===== src/rtl/sid_voice_osc_if.sv =====
// Register-file side and oscillator side of one SID voice oscillator.
// Three of these chain via sync_out/msb_out into sync_in/ring_msb_in of the next voice.
interface sid_voice_osc_if #(
    parameter int ACC_W  = 24,
    parameter int FREQ_W = 16,
    parameter int OUT_W  = 12
);
    logic              clk_en;
    logic [FREQ_W-1:0] freq;
    logic [OUT_W-1:0]  pw;
    logic [3:0]        wave_sel;
    logic              test;
    logic              sync_en;
    logic              ring_en;
    logic              sync_in;
    logic              ring_msb_in;
    logic              sync_out;
    logic              msb_out;
    logic [ACC_W-1:0]  acc_out;
    logic [OUT_W-1:0]  wave_out;

    modport master (
        output clk_en, freq, pw, wave_sel, test, sync_en, ring_en, sync_in, ring_msb_in,
        input  sync_out, msb_out, acc_out, wave_out
    );

    modport slave (
        input  clk_en, freq, pw, wave_sel, test, sync_en, ring_en, sync_in, ring_msb_in,
        output sync_out, msb_out, acc_out, wave_out
    );
endinterface


===== src/rtl/sid_voice_osc.sv =====
// SID-style voice oscillator: phase accumulator, 23-bit noise LFSR and a
// registered waveform mixer (saw/tri/pulse/noise, AND-combined), with hard sync and ring mod.
module sid_voice_osc #(
    parameter int ACC_W  = 24,
    parameter int FREQ_W = 16,
    parameter int OUT_W  = 12
) (
    input  logic             clk,
    input  logic             rst,
    sid_voice_osc_if.slave   osc
);
    localparam int MSB  = ACC_W - 1;
    localparam int NBIT = ACC_W - 5;

    logic [ACC_W-1:0] acc, acc_nxt;
    logic [22:0]      lfsr, lfsr_nxt;
    logic             sync_q, sync_nxt;
    logic [OUT_W-1:0] wave_q, wave_nxt;

    logic [OUT_W-1:0] saw_w, tri_w, pulse_w, noise_w;
    logic [OUT_W-2:0] tri_t;
    logic             tri_m;
    logic [7:0]       noise8;

    // Edge detection compares the current acc to the value about to be loaded, so
    // a forced zero (test or sync) can never look like a rising bit.
    always_comb begin
        acc_nxt  = acc;
        lfsr_nxt = lfsr;
        sync_nxt = 1'b0;
        if (osc.clk_en) begin
            if (osc.test)
                acc_nxt = '0;
            else if (osc.sync_en && osc.sync_in)
                acc_nxt = '0;
            else
                acc_nxt = acc + ACC_W'(osc.freq);

            sync_nxt = ~acc[MSB] & acc_nxt[MSB];

            if (osc.test)
                lfsr_nxt = 23'h7FFFFF;
            else if (~acc[NBIT] & acc_nxt[NBIT])
                lfsr_nxt = {lfsr[21:0], lfsr[22] ^ lfsr[17]};
        end
    end

    always_comb begin
        saw_w   = acc[MSB -: OUT_W];
        tri_m   = acc[MSB] ^ (osc.ring_en & osc.ring_msb_in);
        tri_t   = acc[ACC_W-2 -: OUT_W-1];
        tri_w   = {tri_m ? ~tri_t : tri_t, 1'b0};
        pulse_w = (osc.test || (saw_w >= osc.pw)) ? '1 : '0;
        noise8  = {lfsr[20], lfsr[18], lfsr[14], lfsr[11], lfsr[9], lfsr[5], lfsr[2], lfsr[0]};
        noise_w = OUT_W'(noise8) << (OUT_W - 8);

        wave_nxt = '1;
        if (osc.wave_sel[0]) wave_nxt = wave_nxt & tri_w;
        if (osc.wave_sel[1]) wave_nxt = wave_nxt & saw_w;
        if (osc.wave_sel[2]) wave_nxt = wave_nxt & pulse_w;
        if (osc.wave_sel[3]) wave_nxt = wave_nxt & noise_w;
        if (osc.wave_sel == 4'b0000) wave_nxt = '0;
    end

    // wave_out samples every clk so it trails the accumulator by exactly one cycle.
    always_ff @(posedge clk) begin
        if (rst) begin
            acc    <= '0;
            lfsr   <= 23'h7FFFFF;
            sync_q <= 1'b0;
            wave_q <= '0;
        end else begin
            acc    <= acc_nxt;
            lfsr   <= lfsr_nxt;
            sync_q <= sync_nxt;
            wave_q <= wave_nxt;
        end
    end

    assign osc.acc_out  = acc;
    assign osc.msb_out  = acc[MSB];
    assign osc.sync_out = sync_q;
    assign osc.wave_out = wave_q;
endmodule

===== src/flat_wrapper.sv =====
// flat-port wrapper written by rule: the top's interface ports become plain ports
module sid_voice_osc_flat 
#(
    parameter int ACC_W  = 24,
    parameter int FREQ_W = 16,
    parameter int OUT_W  = 12
)
  (clk, rst, osc_clk_en, osc_freq, osc_pw, osc_wave_sel, osc_test, osc_sync_en, osc_ring_en, osc_sync_in, osc_ring_msb_in, osc_sync_out, osc_msb_out, osc_acc_out, osc_wave_out);
  sid_voice_osc_if #(.ACC_W(ACC_W), .FREQ_W(FREQ_W), .OUT_W(OUT_W)) osc_i ();
  input  logic clk;
  input  logic rst;
  input wire logic [$bits(osc_i.clk_en)-1:0] osc_clk_en;
  input wire logic [$bits(osc_i.freq)-1:0] osc_freq;
  input wire logic [$bits(osc_i.pw)-1:0] osc_pw;
  input wire logic [$bits(osc_i.wave_sel)-1:0] osc_wave_sel;
  input wire logic [$bits(osc_i.test)-1:0] osc_test;
  input wire logic [$bits(osc_i.sync_en)-1:0] osc_sync_en;
  input wire logic [$bits(osc_i.ring_en)-1:0] osc_ring_en;
  input wire logic [$bits(osc_i.sync_in)-1:0] osc_sync_in;
  input wire logic [$bits(osc_i.ring_msb_in)-1:0] osc_ring_msb_in;
  output wire logic [$bits(osc_i.sync_out)-1:0] osc_sync_out;
  output wire logic [$bits(osc_i.msb_out)-1:0] osc_msb_out;
  output wire logic [$bits(osc_i.acc_out)-1:0] osc_acc_out;
  output wire logic [$bits(osc_i.wave_out)-1:0] osc_wave_out;
  assign osc_i.clk_en = osc_clk_en;
  assign osc_i.freq = osc_freq;
  assign osc_i.pw = osc_pw;
  assign osc_i.wave_sel = osc_wave_sel;
  assign osc_i.test = osc_test;
  assign osc_i.sync_en = osc_sync_en;
  assign osc_i.ring_en = osc_ring_en;
  assign osc_i.sync_in = osc_sync_in;
  assign osc_i.ring_msb_in = osc_ring_msb_in;
  assign osc_sync_out = osc_i.sync_out;
  assign osc_msb_out = osc_i.msb_out;
  assign osc_acc_out = osc_i.acc_out;
  assign osc_wave_out = osc_i.wave_out;
  sid_voice_osc #(.ACC_W(ACC_W), .FREQ_W(FREQ_W), .OUT_W(OUT_W)) u_core (.clk(clk), .rst(rst), .osc(osc_i));
endmodule

===== config.mk =====
export PLATFORM = sky130hd
export DESIGN_NAME = sid_voice_osc_flat
export DESIGN_NICKNAME = d
export VERILOG_FILES = /design/src/rtl/sid_voice_osc_if.sv /design/src/rtl/sid_voice_osc.sv /design/src/flat_wrapper.sv
export SDC_FILE = /design/constraint.sdc
export NUM_CORES = 1
export LEC_CHECK = 0
export CAP_MARGIN = 20
export CORE_ASPECT_RATIO = 1.2
export CORE_MARGIN = 1.5
export CORE_UTILIZATION = 45
export DETAILED_ROUTE_END_ITERATION = 6
export PLACE_DENSITY = 0.72
export SYNTH_ARGS = -nofsm -noshare
export SYNTH_HDL_FRONTEND = slang
export SYNTH_SLANG_ARGS = --single-unit
export TNS_END_PERCENT = 50

===== constraint.sdc =====
create_clock -name clk -period 6.7 [get_ports clk]
set_input_delay 1.34 -clock clk [delete_from_list [all_inputs] [get_ports clk]]
set_output_delay 1.34 -clock clk [all_outputs]
set_load 0.1 [all_outputs]

==> PnR_summary.wiki <==
{| class="wikitable"
! Metric !! Value
|-
| Run status || finished, violations left
|-
| Violated checks || design-rule violations
|-
| End of the worst register-to-register path || u_core.osc.acc_out[19]
|-
| Remaining design rule violation count || 5
|-
| CP max stage cell || sky130_fd_sc_hd__a211oi_4
|-
| Max-slew headroom at the worst pin || 31.57%
|-
| Dominant cells by area after synthesis || sky130_fd_sc_hd__dfxtp_1, sky130_fd_sc_hd__ha_1, sky130_fd_sc_hd__a32oi_1, sky130_fd_sc_hd__nor2_1, sky130_fd_sc_hd__nand2_1
|-
| Number of cell instances on the worst register-to-register path || 7
|-
| Count of yosys warnings during synthesis || 0
|-
| Critical path endpoint category || register
|-
| Half-perimeter wire length of the detailed placement result || 7169 um
|-
| Chain of cells forming the critical path || clkdlybuf4s50_1, ha_1, a21oi_1, nand4b_1, a211o_1, a2111o_1, a211oi_4, a221o_1
|-
| PortBufs || 77
|-
| Maximum buffer depth of the clock tree || 2
|-
| Final #Nets || 591
|-
| Critical Path AT || 4.39 ns
|-
| Latest clock arrival within the worst-skew pair || 0.35 ns
|-
| Pin count of the biggest net entering global routing || 34
|-
| Synth top area share || 33.15%
|-
| Setup Buffers After CTS || 0
|-
| # setup viols final || 0
|-
| Drt first-iter violations || 217
|-
| RD Place Congestion || 0.8720
|-
| Worst Min Path Start || u_core.osc.acc_out[10]
|-
| Routed wire length || 9678 um
|-
| Total power divided by cell area || 209.0 nW/um^2
|-
| Proportion of synthesized flip-flops having asynchronous set or reset || 0%
|-
| Post-CTS sizing || 0
|-
| Worst reg2reg path startpoint || u_core.osc.acc_out[1]
|-
| Worst IR drop on VDD || 0.1757 mV
|-
| Tightest Pin Transition || 1.023 ns
|-
| Number of H-tree levels || 3
|-
| Worst hold path depth || 2
|-
| Vias in the first global route || 3411
|-
| Die Span X || 84.92 um
|-
| Class of the tightest hold or removal check || reg2reg
|-
| Endpoint of the worst hold-timing path || u_core.osc.acc_out[10]
|-
| Max Freq || 0.2436 GHz
|-
| Core Rows || 35
|-
| Aggregate negative setup slack || 0 ns
|-
| Cell count after synthesis || 454
|-
| Cell type contributing the most total cell area after synthesis || sky130_fd_sc_hd__dfxtp_1
|-
| Residual overflow from global routing || 0
|-
| Num CTS Buffers || 9
|-
| Area growth from synthesis to final layout || 28.94%
|-
| Final setup skew || 0.01149 ns
|-
| Cell-internal power || 0.0006827 W
|-
| Largest fanout of any net on the critical path || 24
|-
| Die Outline Area || 8602 sq um
|-
| Kind of cell adding the most delay to the critical path || compound AO/OA/AOI/OAI gates
|-
| Number of slew-limit violations in the final report || 0
|-
| Filler Cells Inserted || 680
|-
| Number of synthesized register bits || 60
|-
| Net switching power figure || 0.0002939 W
|-
| Part of the total power dissipated in the clock network || 41.9%
|-
| Root buf cell || sky130_fd_sc_hd__clkbuf_8
|-
| Most numerous cell types in the synthesized netlist || sky130_fd_sc_hd__dfxtp_1, sky130_fd_sc_hd__nor2_1, sky130_fd_sc_hd__nand2_1
|-
| Combinational group share of total power || 20.1%
|-
| Final worst path period need || 4.105 ns
|-
| Required time of the worst setup path || 6.99 ns
|-
| TritonCTS clock tree || built
|-
| Post-CTS Hold Buffers || 0
|-
| Global-route wire length before repair || 15840 um
|-
| Post-Syn Area per Cell || 7.981 sq um
|-
| Remaining antenna violation count || 0
|-
| Clk sinks || 60
|-
| Antenna fix cells || 0
|-
| Vias per cell || 5.790
|-
| Setup repair after global routing missed its margin || false
|-
| Number of vias in the routed layout || 3584
|-
| Type of origin of the critical path || input port
|-
| Final core occ || 60.27%
|-
| Most instantiated flip-flop cell in the synthesis netlist || sky130_fd_sc_hd__dfxtp_1
|-
| Core Footprint || 7751 sq um
|-
| Starting utilization of the core area || 46.75%
|-
| Worst R2R Setup Slack || 3.67 ns
|-
| Final hold viol count || 0
|-
| Maximum cell stage delay along the critical path || 0.85 ns
|-
| P_leak || 1.905 nW
|-
| Netlist area before placement || 3623 sq um
|-
| EDFF count, synth || 0
|-
| Seq/Total Area, Yosys || 33.15%
|-
| Number of nets in the synthesized netlist || 523
|-
| Routed length per placed instance || 15.63 um
|-
| Sequential group share of total power || 37.9%
|-
| Clock transition time at the flip-flop clock pins of the worst setup and hold paths || 0.07 ns
|-
| Total global routing track utilization || 23.06%
|-
| Ratio of cells with drive above 1 in the final layout || 4.554%
|-
| Switching fraction of total power || 30.10%
|-
| Height of the die || 101.3 um
|-
| Max-cap violation count || 0
|-
| Worst setup path class || in2reg
|-
| Part of the cycle the worst path needs || 61.26%
|-
| Buf+Inv Stages, Crit Path || 1
|-
| First-pass iteration count of the detailed router || 7
|-
| I/O Pins || 78
|-
| Final Hold Slack || 0.4784 ns
|-
| Cell with the most instances after synthesis || sky130_fd_sc_hd__dfxtp_1
|-
| Antenna violations before repair || 0
|-
| Distinct cells, synth || 48
|}
[cell type report]
cell class	count	area, sq um	share of cell area (%)
clock buffers	9	123.9	2.651
clock inverters	7	125.1	2.678
inverters	39	146.4	3.133
multi-input cells	332	2167	46.38
flip-flops and latches	60	1201	25.71
well taps	92	115.1	2.464
repair buffers	80	793.3	16.98
[worst register-to-register path: cells and delay by family (launching register included)]
family          cells  cell delay (ns)
fa+ha+maj           1             0.28
flops               1             0.34
compound gates      5             2.09
simple gates        1             0.26
[registers in the layout, summed over array words and instances (netlist names)]
register / flops
u_core.osc.sync_out: 1
u_core.lfsr: 23
u_core.osc.wave_out: 12
u_core.osc.acc_out: 24
[logic make-up (layout without fill, tap and decap cells)]
| family | Yosys count | in the layout | share of synthesized area [%] |
|---|---|---|---|
| buffers and inverters | 62 | 135 | 7.044 |
| multiplexers | 2 | 2 | 0.6215 |
| flip-flops | 60 | 60 | 33.15 |
| AO/OA/AOI/OAI | 126 | 126 | 25.10 |
| AND/OR/NAND/NOR | 152 | 152 | 18.30 |
| adder cells (fa/ha/maj) | 29 | 29 | 10.22 |
| XOR/XNOR | 23 | 23 | 5.560 |
[cell usage in the layout (no fill, tap or decap), drive strengths merged, types with 3 or more instances in the layout]
cell,count
a222oi,8
nand2,51
a211o,3
xor2,8
o21ai,22
o21a,3
dfxtp,60
nand4,5
o211ai,5
nand2b,3
o21bai,4
nor3,8
bufinv,3
nor2b,5
a21oi,29
buf,3
ha,28
clkbuf,9
a32oi,24
a211oi,4
a21o,5
clkinv,4
xnor2,15
inv,39
nor2,55
o31ai,3
clkdlybuf4s50,77
nand3,13
[power by group through the flow]
stage               Sequential (W)  Clock [W]  Combinational [W]
finish                    0.000370   0.000410           0.000197
global route              0.000372   0.000429           0.000211
CTS                       0.000371   0.000414           0.000196
detailed placement        0.000379          0           0.000195
global placement          0.000379          0           0.000193
floorplan                 0.000434          0          0.0000797
[per-layer routing]
metal,track usage (%),vias up,wire length [um]
met1,27.62,1691,4087
met2,41.23,107,4937
met4,8.953,0,242
met3,3.993,23,410
li1,-,1763,-
met5,0,-,0
[worst max-delay path by stage]
stage	to	start	depth (start not counted)	slack [ns]
3_3_place_gp	u_core.osc.acc_out[19]	osc_freq[1]	8	2.30
4_1_cts	u_core.osc.acc_out[19]	osc_freq[1]	8	2.57
3_5_place_dp	u_core.osc.acc_out[19]	osc_freq[1]	8	2.24
6_report	u_core.osc.acc_out[19]	osc_freq[1]	8	2.60
2_1_floorplan	u_core.lfsr[0]	osc_freq[10]	8	3.24
5_1_grt	u_core.osc.acc_out[19]	osc_freq[1]	8	2.38
[stage by stage]
stage          total power (W)  setup slack [ns]  instance area [sq um]  std cells
2_1_floorplan        0.0005138             3.243                   3623        454
3_3_place_gp         0.0005718             2.302                   4423        603
3_5_place_dp         0.0005743             2.237                   4423        603
4_1_cts              0.0009810             2.574                   4672        619
5_1_grt               0.001011             2.385                   4672        619
6_report             0.0009766             2.595                   4672        619
Note: power is estimated with default switching activity, not from simulation.
